===== src/rtl/muldiv_seq.sv =====
`default_nettype none
// ============================================================================
//  Module   : muldiv_seq
//  Purpose  : Iterative multiply (radix-2 Booth) / divide (restoring) unit
//             feeding the HI/LO pair. Defining MULDIV_DIV0_EN adds a
//             div_zero flag output.
//  Revision : 1.0 - initial release
// ============================================================================
module muldiv_seq #(
   parameter int WIDTH = 32
) (
   input  logic             clk,
   input  logic             reset,
   input  logic             start,
   input  logic [1:0]       op,
   input  logic [WIDTH-1:0] a,
   input  logic [WIDTH-1:0] b,
   output logic             busy,
   output logic             done,
`ifdef MULDIV_DIV0_EN
   output logic             div_zero,
`endif
   output logic [WIDTH-1:0] high,
   output logic [WIDTH-1:0] low
);

   typedef enum logic [1:0] {S_IDLE = 2'd0, S_RUN = 2'd1, S_FIN = 2'd2} state_t;

   localparam int                 c_CNT_W    = $clog2(WIDTH + 1);
   localparam logic [c_CNT_W-1:0] c_LAST     = c_CNT_W'(WIDTH - 1);
   localparam logic [1:0]         c_OP_MULTU = 2'b01;
   localparam logic [1:0]         c_OP_DIV   = 2'b10;

   state_t               state_q;
   logic [c_CNT_W-1:0]   cnt_q;
   logic                 busy_q, done_q;
   logic [WIDTH-1:0]     high_q, low_q;
   logic [WIDTH-1:0]     a_q, b_q;
   logic [1:0]           op_q;
   logic [WIDTH:0]       mcand_q;
   logic [WIDTH:0]       acc_q, acc_d;
   logic [WIDTH-1:0]     lo_q, lo_d;
   logic                 qm1_q, qm1_d;

   logic [WIDTH-1:0]     w_abs_a_in, w_abs_b_in, w_lo_in;
   logic [WIDTH:0]       w_mcand_in;
   logic [WIDTH+1:0]     w_sum;
   logic [WIDTH:0]       w_shift, w_trial;
   logic [2*WIDTH-1:0]   w_prod, w_corr, w_prod_fix;
   logic                 w_quo_neg, w_rem_neg, w_b_zero;
   logic [WIDTH-1:0]     w_high_fin, w_low_fin;

   // Operand preparation at acceptance: MULT sign-extends, MULTU zero-extends,
   // division works on magnitudes with the divisor parked in mcand_q.
   assign w_abs_a_in = ((op == c_OP_DIV) && a[WIDTH-1]) ? -a : a;
   assign w_abs_b_in = ((op == c_OP_DIV) && b[WIDTH-1]) ? -b : b;
   assign w_mcand_in = op[1] ? {1'b0, w_abs_b_in} : {(~op[0]) & a[WIDTH-1], a};
   assign w_lo_in    = op[1] ? w_abs_a_in : b;

   assign w_shift = {acc_q[WIDTH-1:0], lo_q[WIDTH-1]};
   assign w_trial = w_shift - mcand_q;

   always_comb begin
      w_sum = {acc_q[WIDTH], acc_q};
      acc_d = acc_q;
      lo_d  = lo_q;
      qm1_d = qm1_q;
      if (!op_q[1]) begin
         case ({lo_q[0], qm1_q})
            2'b01:   w_sum = {acc_q[WIDTH], acc_q} + {mcand_q[WIDTH], mcand_q};
            2'b10:   w_sum = {acc_q[WIDTH], acc_q} - {mcand_q[WIDTH], mcand_q};
            default: w_sum = {acc_q[WIDTH], acc_q};
         endcase
         acc_d = w_sum[WIDTH+1:1];
         lo_d  = {w_sum[0], lo_q[WIDTH-1:1]};
         qm1_d = lo_q[0];
      end else begin
         acc_d = (w_shift >= mcand_q) ? w_trial : w_shift;
         lo_d  = {lo_q[WIDTH-2:0], (w_shift >= mcand_q)};
      end
   end

   // Booth on the W-bit multiplier treats b as signed; MULTU adds a<<W back.
   assign w_prod     = {acc_q[WIDTH-1:0], lo_q};
   assign w_corr     = ((op_q == c_OP_MULTU) && b_q[WIDTH-1]) ? {a_q, {WIDTH{1'b0}}} : '0;
   assign w_prod_fix = w_prod + w_corr;
   assign w_quo_neg  = (op_q == c_OP_DIV) && (a_q[WIDTH-1] ^ b_q[WIDTH-1]);
   assign w_rem_neg  = (op_q == c_OP_DIV) && a_q[WIDTH-1];
   assign w_b_zero   = (b_q == '0);

   always_comb begin
      w_high_fin = w_prod_fix[2*WIDTH-1:WIDTH];
      w_low_fin  = w_prod_fix[WIDTH-1:0];
      if (op_q[1]) begin
         if (w_b_zero) begin
            w_high_fin = a_q;
            w_low_fin  = '1;
         end else begin
            w_high_fin = w_rem_neg ? -acc_q[WIDTH-1:0] : acc_q[WIDTH-1:0];
            w_low_fin  = w_quo_neg ? -lo_q : lo_q;
         end
      end
   end

`ifdef MULDIV_DIV0_EN
   logic div_zero_q;
   assign div_zero = div_zero_q;
`endif

   always_ff @(posedge clk) begin
      if (reset) begin
         state_q <= S_IDLE;
         cnt_q   <= '0;
         busy_q  <= 1'b0;
         done_q  <= 1'b0;
         high_q  <= '0;
         low_q   <= '0;
         a_q     <= '0;
         b_q     <= '0;
         op_q    <= '0;
         mcand_q <= '0;
         acc_q   <= '0;
         lo_q    <= '0;
         qm1_q   <= 1'b0;
`ifdef MULDIV_DIV0_EN
         div_zero_q <= 1'b0;
`endif
      end else begin
         done_q <= 1'b0;
         case (state_q)
            S_IDLE: begin
               if (start) begin
                  a_q     <= a;
                  b_q     <= b;
                  op_q    <= op;
                  mcand_q <= w_mcand_in;
                  acc_q   <= '0;
                  lo_q    <= w_lo_in;
                  qm1_q   <= 1'b0;
                  cnt_q   <= '0;
                  busy_q  <= 1'b1;
                  state_q <= S_RUN;
`ifdef MULDIV_DIV0_EN
                  div_zero_q <= 1'b0;
`endif
               end
            end
            S_RUN: begin
               acc_q <= acc_d;
               lo_q  <= lo_d;
               qm1_q <= qm1_d;
               cnt_q <= cnt_q + c_CNT_W'(1);
               if (cnt_q == c_LAST) state_q <= S_FIN;
            end
            S_FIN: begin
               high_q  <= w_high_fin;
               low_q   <= w_low_fin;
               done_q  <= 1'b1;
               busy_q  <= 1'b0;
               state_q <= S_IDLE;
`ifdef MULDIV_DIV0_EN
               div_zero_q <= op_q[1] && w_b_zero;
`endif
            end
            default: state_q <= S_IDLE;
         endcase
      end
   end

   assign busy = busy_q;
   assign done = done_q;
   assign high = high_q;
   assign low  = low_q;

endmodule
`default_nettype wire


===== config.mk =====
export PLATFORM = sky130hd
export DESIGN_NAME = muldiv_seq
export DESIGN_NICKNAME = d
export VERILOG_FILES = /design/src/rtl/muldiv_seq.sv
export SDC_FILE = /design/constraint.sdc
export NUM_CORES = 1
export LEC_CHECK = 0
export ABC_AREA = 1
export BUFFER_PORTS_ARGS = -buffer_cell sky130_fd_sc_hd__buf_2
export CORE_MARGIN = 2
export CORE_UTILIZATION = 40
export DETAILED_ROUTE_END_ITERATION = 7
export HOLD_SLACK_MARGIN = 0.12
export MAX_ROUTING_LAYER = met4
export SYNTH_ARGS = -nofsm -noshare
export SYNTH_HDL_FRONTEND = slang
export SYNTH_SLANG_ARGS = --single-unit

===== constraint.sdc =====
create_clock -name clk -period 3.36 [get_ports clk]
set_clock_uncertainty 0.2 [all_clocks]
set_input_delay 0.504 -clock clk [delete_from_list [all_inputs] [get_ports clk]]
set_output_delay 0.504 -clock clk [all_outputs]
set_load 0.005 [all_outputs]

* Yosys cells after proc, flatten, opt, wreduce, memory -nomap -nowiden
Index checks and enable logic that the tools add are counted.
Cells by class: add/sub/neg operators 9, order comparisons 1, equal/unequal tests 12, muxes and demuxes 30, bitwise logic cells 3, reductions and logical operators 15
Operators with widths (number):
- 32-bit 2-to-1 mux | 11
- 33-bit 2-to-1 mux | 4
- 32-bit negation | 4
- 34-bit case mux with 2 select lines | 1
- 33-bit case mux with 2 select lines | 1
- 64-bit adder | 1
- 64-bit 2-to-1 mux | 1
- 32-bit case mux with 2 select lines | 1
- 33-bit by 33-bit adder with 34-bit output | 1
- 33-bit by 33-bit subtractor with 34-bit output | 1
- 33-bit >= comparator | 1
- 33-bit subtractor | 1
- 32-bit zero test | 1
- 6-bit case mux with 2 select lines | 1
- 2-bit equality test, second input constant | 4
- 2-bit AND reduction | 4
- 6-bit by 1-bit adder with 6-bit output, second input constant | 1
- 2-bit by 1-bit equality test with 1-bit output, second input constant | 3
- 6-bit by 5-bit equality test with 1-bit output, second input constant | 1
- 6-bit 2-to-1 mux | 1
- 2-bit inequality test, second input constant | 3
- 3-bit AND reduction | 2
- 1-bit logical AND | 5
- 1-bit 2-to-1 mux | 4
- other kinds (9) | 12
Storage, ports and cells: flip-flop bits (word level) 239, input port bits 69, output and inout port bits 66, logic and storage cells 84

* Depth between registers and ports, before layout
Gate-level depths: netlist of the first run.
depth in word-level cells 6, depth in mapped cells 28, gate-level depth less buffers 28

* Worst setup path before layout of the first run
OpenSTA, ideal clock, no wires.
path type reg2reg, start point register mcand_q[1], end point register acc_q[32], library setup time 0.132 ns, arrival time 3.069 ns, data required time 3.028 ns, setup slack -0.041 ns, cell stages (with the launch flop) 27, path buffers 0, period minus slack after synthesis 3.401 ns, path through dfxtp_1 > inv_1 > ha_1 > nand2_2 > nor2_2 > inv_2 > nor2_2 > nand2_2 > o21ai_2 > nand2_2 > a21oi_4 > nand2_4 > a21oi_4 > nand2_2 > xor2_1 > ha_1 > nand2_1 > nor2_1 > nand2_1 > nor2_1 > nand4_1 > nand3_1 > nand2_1 > nand3_1 > nand2_1 > nand3_1 > a21oi_1
Between the ends: cells in the longest elaborated chain, start to end 4, elaborated cells on any way between the ends 8, classes of those cells add/sub (3); order compare (1); mux (4)
RTL lines:
- start: declaration | line 40 | logic [WIDTH:0] mcand_q;
- start signal: assignment | line 136 | mcand_q <= w_mcand_in;
- 33-bit by 33-bit subtractor with 34-bit output (tied with other cells) | line 71 | 2'b10: w_sum = {acc_q[WIDTH], acc_q} - {mcand_q[WIDTH], mcand_q};
- 34-bit case mux with 2 select lines or 33-bit 2-to-1 mux (tied branches) | line 69, 78
- 33-bit 2-to-1 mux * | line 68 | if (!op_q[1]) begin
- 33-bit case mux with 2 select lines * | line 130 | case (state_q)
- end signal: assignment | line 122 | acc_q <= '0;
- end signal: assignment | line 137 | acc_q <= '0;
- end signal: assignment | line 149 | acc_q <= acc_d;
- end: declaration | line 41 | logic [WIDTH:0] acc_q, acc_d;
Every way passes the cells marked *; elsewhere a longest branch is shown, timed or not. A chain may end at the register's enable or synchronous reset.

* Worst setup path after layout of the first run
start point register mcand_q[0], end point register acc_q[30]
The elaborated chain is that of the path after synthesis.

==> run summary, run 1 <==
In this run switching power makes up 42.5% of total power. The die covers 55600 sq um. The remaining antenna violation count after routing is 0. The data arrival time of the worst path is 3990 ps.

In this run the worst path has a maximum fanout of 4. The power per standard cell area came out at roughly 460 nW/um^2. The count of flip-flops with a built-in enable after synthesis is 0. After the last flow step, the layout net total stands at between 4000 and 5000. The final instance count without filler cells is 4638.

The initialized floorplan defines 84 standard-cell rows. The detail-routed net length per standard cell came out at 20.2 um. The number of nets in the synthesized netlist is 3787. The final reports fail on negative setup slack. The multi-input gate area in the final layout came out at 15400 sq um.

The sequential cell area fraction in the yosys report is 22.2%. The combined area of all synthesized cells is between 20000 and 25000 sq um. By count the netlist is led by 810 x nand2_1, 467 x inv_1, 413 x a21oi_1. The worst setup path is captured at a flip-flop. The core area came out at 52900 sq um. The critical path crosses 26 cells after its start point. No sink is reached through more buffers than the 3 on the longest clock path. The number of buffer cells added on primary ports is 134. Setup repair after global routing could not meet its margin everywhere.

In this run the biggest area consumer among cell types represents 22.2% of the synthesized area. Sequential cells account for 26.4% of the total power. The footprint of the flip-flops and latches is 4800 sq um. In this run the critical register-to-register path is captured at acc_q[30]. The count of state elements after synthesis came out at 239. The floorplan step set the die width to roughly 240 um.

The internal power contribution came out at 7.22 mW. Clock tree synthesis inserted a total of 31 buffers. The worst register-to-register path begins at mcand_q[0]. The leakage component of the power is 12.7 nW. The average vias per placed instance is 5.58. For this run, design rule violations remaining after detail routing come to 0. The kind of start point of the critical path is a flip-flop. The number of buffer and inverter instances along the worst setup path is 3. The worst setup path is of the reg -> reg kind. After synthesis, the share of flip-flops with an asynchronous set or reset is 0%.

For this configuration, the core starts out at a cell density of between 40 and 50%. Of the cells placed in the final design, the portion with a size suffix greater than 1 is a little under a fifth. The TritonCTS clock tree is built. The final period demand of the worst path came out at 3670 ps. The endpoint required time on the critical path came out at roughly 3700 ps.

The overall fraction of global-route tracks in use came out at 33.1%. The area added between synthesis and finish came out at 25.7%. The number of global-route vias before repair is 23762. The total I/O pin count came out at between 100 and 150. The hold path depth is 3. The total global routing overflow came out at 0.

The tree is rooted in a clkbuf_16. The slew at the pin with the worst max-slew slack came out at ~1100 ps. The max-capacitance violation count came out at 0. The HPWL after detailed placement came out at 72.8 mm. CTS built an H-tree with a depth of 1. The run finished, with violations left. The library cell appearing most often on the critical path is nand2_2.

Across all hold checks on the routed design, the worst slack comes to approximately 140 ps. The slack of the worst reg-to-reg path came out at -310 ps. The number of pins with negative max-slew slack in the final report came out at 0. The peak per-stage delay on the critical path came out at 370 ps.

The highest clock rate came out at between 0.2 and 0.3 GHz. The tree built by TritonCTS fans out to 239 sinks. Grouping stages by cell kind, the critical path spends the most delay in simple AND/OR/NAND/NOR gates. The final-report setup violation count came out at 23.

The iteration-0 DRC count of the detailed router is 2800. The count of TritonRoute iterations in the first routing pass came out at 6. The insertion delay of the later-clocked pin in the worst-skew pair came out at slightly above 600 ps. The number of fillers in the final layout came out at 5563.

The number of placed instances, taps included is approximately 4500. Synthesis produced a netlist whose cell count is ~3600. The net switching component of the power is 5.34 mW.

The number of antenna violations at the first check in global routing is 1. Clock-pin slew was measured on the worst setup and hold paths at 60 ps. In the synthesized netlist the dominant register cell turns out to be dfxtp_1. The synthesized area per cell came out at between 5 and 6 sq um. The maximum number of pins on one net before global-route repair came out at 81. The routed design has 93.9 mm of wire. dfxtp_1 takes more of the synthesized area than any other cell. The final critical-path share of the clock period is 109%. The via count came out at approximately 26000. In this run the worst setup path begins at mcand_q[0]. The standard cell with the maximum stage delay on the critical path is ha_1. After layout, the worst setup slack is -311 ps.

Measured against its own limit, the worst slew margin works out to 28.8%. The clock network burns 28.4% of the power. Timing analysis after detailed placement gives a worst setup slack of -423 ps. The final number of hold-violating endpoints was 0.

The number of warnings printed during yosys synthesis is 0. Routability-driven placement finished with a final weighted congestion of 1.04. Per report_power, the combinational group accounts for between 40% and 50% of the total. The first global-routing pass estimated 140 mm of wire. The critical path ends at acc_q[30]. The number of cells on the worst reg-to-reg path is 26. In this run the worst hold path is classified as in -> reg. The worst supply voltage drop on vdd is around 0.48 mV.

The y dimension of the die is 236 um. The most frequent cell after synthesis is nand2_1. By area the synthesized netlist is led by dfxtp_1 22%, nand2_1 14%, a21oi_1 9.6%. The count of unique library cells instantiated by Yosys came out at 60.
==> area by class of cell <==
cell class / instances / area share [%]
clock inverters: 18 / 0.787
diodes: 1 / 0.00926
flip-flops and latches: 239 / 17.7
inverters: 481 / 6.71
well taps: 688 / 3.18
repair buffers: 426 / 11.3
multi-input cells: 2745 / 57.0
clock buffers: 40 / 3.22
==> repair_timing <==
item                                    in CTS  in global routing
endpoints found under the setup margin      23                 42
hold buffers                                38                  0
setup buffers                               15                 12
gates resized for setup                    145                163
cloned                                       0                  0
pin swaps                                   59                 80
hold endpoints to repair                    54                  0
==> tightest hold or removal path: cells and delay by family <==
kind            cells  cell delay (ps)
compound gates      1              170
simple gates        1               40
buf+inv             1              170
==> worst min path at each step <==
stage | startpoint | endpoint | slack, ps
3_3_place_gp | a_q[3] | a_q[3] | 260
4_1_cts | a[29] | a_q[29] | 120
6_report | b[19] | b_q[19] | 140
2_1_floorplan | a_q[22] | a_q[22] | 240
5_1_grt | a[29] | a_q[29] | 150
3_5_place_dp | a_q[2] | a_q[2] | 270
==> per-stage QoR <==
step	power (mW)	TNS [ps]	cell area (sq um)	utilization, %
2_1_floorplan	6.35	0	21500	-
3_3_place_gp	8.29	-5170	24200	45.8
3_5_place_dp	8.28	-6160	24200	45.8
4_1_cts	12.1	-3280	26300	49.8
5_1_grt	13.2	-7350	27000	51.1
6_report	12.6	-3850	27000	51.1
==> sequential cells by signal (all words and copies together) (netlist names) <==
signal   flops
acc_q       33
mcand_q     33
a_q         32
b_q         32
high        32
lo_q        32
low         32
cnt_q        6
op_q         2
state_q      2
busy         1
done         1
qm1_q        1
==> cell usage in the layout, fill, tap and decap left out, drive strengths merged, types with 4 or more instances in the layout <==
cell type | Yosys | final
nand3 | 220 | 220
nor3 | 41 | 41
o21ai | 340 | 340
nand2 | 821 | 821
xnor2 | 22 | 22
clkinv | 2 | 11
inv | 479 | 484
or2 | 7 | 7
o22ai | 4 | 4
nor4 | 24 | 24
a221oi | 33 | 33
o221ai | 17 | 17
clkbuf | 101 | 40
a41oi | 4 | 4
o21bai | 15 | 15
dfxtp | 239 | 239
dlygate4sd3 | 0 | 38
o211ai | 50 | 50
ha | 105 | 105
a31oi | 18 | 18
a21oi | 417 | 417
o21a | 4 | 4
nand3b | 18 | 18
nor2 | 417 | 417
xor2 | 104 | 104
o31ai | 6 | 6
a21o | 5 | 5
buf | 44 | 388
nand4 | 33 | 33
==> layer usage <==
metal  global-route usage, %  up-vias  share of wire, %
met5                       -        -                 0
met1                    43.9    11855                43
li1                        -    12587                 -
met2                    51.1     1173                44
met4                    12.9        0               5.0
met3                    4.45      243               8.4
==> power groups by stage <==
| stage | Sequential [mW] | Combinational, mW | Clock (mW) |
|---|---|---|---|
| after floorplan | 3.30 | 3.05 | 0 |
| after global placement | 3.35 | 4.94 | 0 |
| after detailed placement | 3.35 | 4.93 | 0 |
| after CTS | 3.29 | 5.24 | 3.58 |
| after global routing | 3.33 | 6.14 | 3.70 |
| final | 3.31 | 5.68 | 3.56 |
==> cell families after synthesis <==
family                   share of synthesized area [%]
buffers and inverters                             11.3
AND/OR/NAND/NOR                                   31.0
adder cells (fa/ha/maj)                           6.39
flip-flops                                        22.2
XOR/XNOR                                          5.13
AO/OA/AOI/OAI                                     23.9
Note: power is estimated with default switching activity, not from simulation.
==> inputs of run 2 (changes only) <==
Settings changed: MAX_ROUTING_LAYER met4 to default.
==> run 2 against run 1 <==
Against the previous run:
- the run still ends with negative setup slack left
- total power shrank 0.90%
- fmax rose by 2.1%
- first-iteration DRC count fell by 1.1%
- cell area shrank 1.0%
- via count decreased by 0.25%
- setup slack improved by 76 ps
- die area unchanged
- core utilization down 0.52 points
- critical endpoint is now acc_q[31]
- largest cell class unchanged
==> run summary, run 2 (synthesized netlist as in run 1, its figures left out) <==
The slowest stage of the critical path is the ha_2 cell. The area added between synthesis and finish came out at 24.4%. The die outline area is 55600 sq um (unchanged). The max-capacitance violation count is 0 (unchanged). The number of buffer cells added on primary ports is 134 (unchanged). The final worst setup slack came out at -235 ps (+76.4 ps). The min-delay analysis places its worst path in the category in -> reg. Grouping stages by cell kind, the critical path spends the most delay in simple AND/OR/NAND/NOR gates. TritonCTS built the clock tree.

The power per standard cell area was 465 nW/um^2 (+0.11%). The net total in the final layout came out at 4081 (-0.49%). The core area is 52900 sq um (unchanged). The slack of the worst reg-to-reg path came out at -230 ps (+80 ps). The final-report setup violation count came out at 20 (-13%). The iteration-0 DRC count of the detailed router is 2769 (-1.1%). The count of unresolved DRC violations after routing came out at 0 (unchanged).

The internal power contribution is 7.23 mW (about the same). The met1 usage came out at 43.3% (-0.59 points). The peak per-stage delay on the critical path is 390 ps (+20 ps). The peak-usage layer in the global routing report is met2. The data arrival time of the worst path is 3910 ps (-80 ps). The number of buffer and inverter instances along the worst setup path is 3 (unchanged). The largest registers in the layout are acc_q: 33 flops, mcand_q: 33 flops. The net switching component of the power came out at 5.22 mW (-2.2%). The fraction of power spent switching nets is 41.9% (-0.57 points).

The combinational share of power came out at 45.0% (-0.3 points). The library cell used most frequently in the layout, excluding fill and tap cells, is nand2_1. The detail-routed net length per standard cell is 20.0 um (-1.3%).

The maximum buffer depth of the clock tree is 3 (unchanged). Tracing the worst setup path back leads to its startpoint at mcand_q[0]. The kind of start point of the critical path is a flip-flop. The start point of the worst hold path is a[1]. The run finished, with violations left. The share of post-route cells with drive strength above 1 came out at 17.1% (-1.3 points). CTS placed an instance of clkbuf_16 at the clock tree root. The number of gates on the worst path with buffers counted came to 26 (unchanged). The total I/O pin count is 135 (unchanged).

The library cells used most frequently in the layout, excluding fill and tap cells, are 768 x nand2_1, 450 x inv_1, 378 x a21oi_1. The clock transition time at the flip-flop clock pins of the worst setup and hold paths was 60 ps (about the same). The maximum number of pins on one net before global-route repair came out at 84 (+3.7%). The y dimension of the die is 236 um (unchanged). The endpoint class of the critical path is a flip-flop.

The number of antenna violations at the first check in global routing is 1 (unchanged). In this run the critical register-to-register path is launched from mcand_q[0]. The clock power share is 28.4% (about the same). The relative max-transition margin is 30.1% (+1.3 points). The routing usage on met3 came out at 3.55% (-0.90 points). The worst-case setup slack after placement came out at -431 ps (-7.43 ps). The number of pins with negative max-slew slack in the final report was 0 (unchanged). The number of cells on the worst reg-to-reg path is 26 (unchanged).

The insertion delay of the later-clocked pin in the worst-skew pair came to 620 ps (about the same). The final instance count without filler cells is 4614 (-0.52%). The final period demand of the worst path came out at 3590 ps (-76.4 ps). The number of global-route vias before repair is 23281 (-2.0%). The starting utilization of the core area is 40.7% (unchanged). The capture point of the worst reg-to-reg path is acc_q[31].

The count of TritonRoute iterations in the first routing pass is 6 (unchanged). The total number of placement rows is 84 (unchanged). The HPWL after detailed placement is 71.7 mm (-1.5%). The horizontal die dimension is 236 um (unchanged).

The via count came to 25793 (-0.25%). The leakage component of the power is 12.6 nW (-0.82%). The maximum level of the CTS H-tree came out at 1 (unchanged). The final critical-path share of the clock period came out at 107% (-2.3 points).

The weighted congestion reported at the end of routability-driven placement is 1.01 (-2.9%). The number of placed instances, taps included is 4501 (-0.33%). The final reports fail on negative setup slack. The met2 track demand over resource in global routing came out at 50.4% (-0.63 points). Setup repair after global routing could not meet its margin everywhere. The maximum net fanout on the critical path came to 3 (-1). The remaining antenna violation count after routing came to 0 (unchanged). The wire length of the first global-routing pass is 137 mm (-2.1%).

The worst supply voltage drop on vdd came to 0.470 mV (-2.2%). The total wire length after detailed routing is 92.2 mm (-1.8%). The endpoint required time on the critical path came out at 3680 ps (about the same). The class of the most critical setup path is reg -> reg. The overall fraction of global-route tracks in use came out at 31.5% (-1.6 points). The average vias per placed instance is 5.59 (+0.27%). The slew at the pin with the worst max-slew slack came out at 1050 ps (-18.8 ps).

The highest clock rate came out at 0.278 GHz (+2.1%). The total global routing overflow is 0 (unchanged). The capturing instance or port of the critical path is acc_q[31].

The TritonCTS sink count is 239 (unchanged). The final number of hold-violating endpoints is 0 (unchanged). The number of buffers added by the clock tree synthesis step is 30 (-3.2%). The part of the total power dissipated in sequential elements came out at 26.6% (+0.2 points).
==> run 2: power by group through the flow <==
stage / clock network, mW / registers (mW) / logic, mW
floorplan: 0 / 3.30 / 3.05
global placement: 0 / 3.36 / 4.88
detailed placement: 0 / 3.35 / 4.88
CTS: 3.55 / 3.30 / 5.14
global route: 3.67 / 3.33 / 6.04
finish: 3.53 / 3.31 / 5.60
==> run 2: worst min-delay path by stage <==
| stage | cells past startpoint | slack, ps | end |
|---|---|---|---|
| after floorplan | 2 | 240 | a_q[22] |
| after detailed placement | 2 | 260 | a_q[2] |
| final | 3 | 140 | a_q[1] |
| after CTS | 3 | 120 | a_q[14] |
| after global routing | 3 | 140 | a_q[14] |
| after global placement | 2 | 260 | a_q[3] |
==> run 2: worst reg2reg max path, delay by kind of cell, from the launching register on <==
family / cells / cell delay (ps)
flops: 1 / 330
simple gates: 14 / 1210
buf+inv: 3 / 250
compound gates: 6 / 790
fa+ha+maj: 2 / 540
xor+xnor: 1 / 160
==> run 2: routing by layer <==
layer,up-vias,wire [um]
li1,12560,-
met1,11845,39900
met2,1179,40700
met3,209,7590
met4,0,3950
met5,-,0
==> run 2: per-stage QoR <==
stage	cell area [sq um]	TNS, ps	hold WS [ps]	util (%)	total power, mW
detailed placement	24100	-6160	265	45.6	8.24
floorplan	21500	0	241	-	6.35
finish	26800	-3210	138	50.6	12.4
global route	26800	-8020	141	50.6	13.0
CTS	26000	-2910	123	49.2	12.0
global placement	24100	-5200	260	45.6	8.24
==> run 2: final cells by class <==
class | instances | area [sq um]
clock buffers | 41 | 842
fillers | 5548 | 26100
inverters | 481 | 1810
well taps | 688 | 861
repair buffers | 407 | 2880
clock inverters | 12 | 215
diodes | 1 | 2.50
flip-flops and latches | 239 | 4790
multi-input cells | 2745 | 15400
==> run 2: what timing repair did <==
| action | in CTS | in global routing |
|---|---|---|
| hold buffers | 37 | 0 |
| endpoints found under the hold margin | 51 | 0 |
| setup endpoints to repair | 25 | 32 |
| setup buffers | 15 | 9 |
| gates resized for setup | 108 | 157 |
| pin swaps | 51 | 65 |
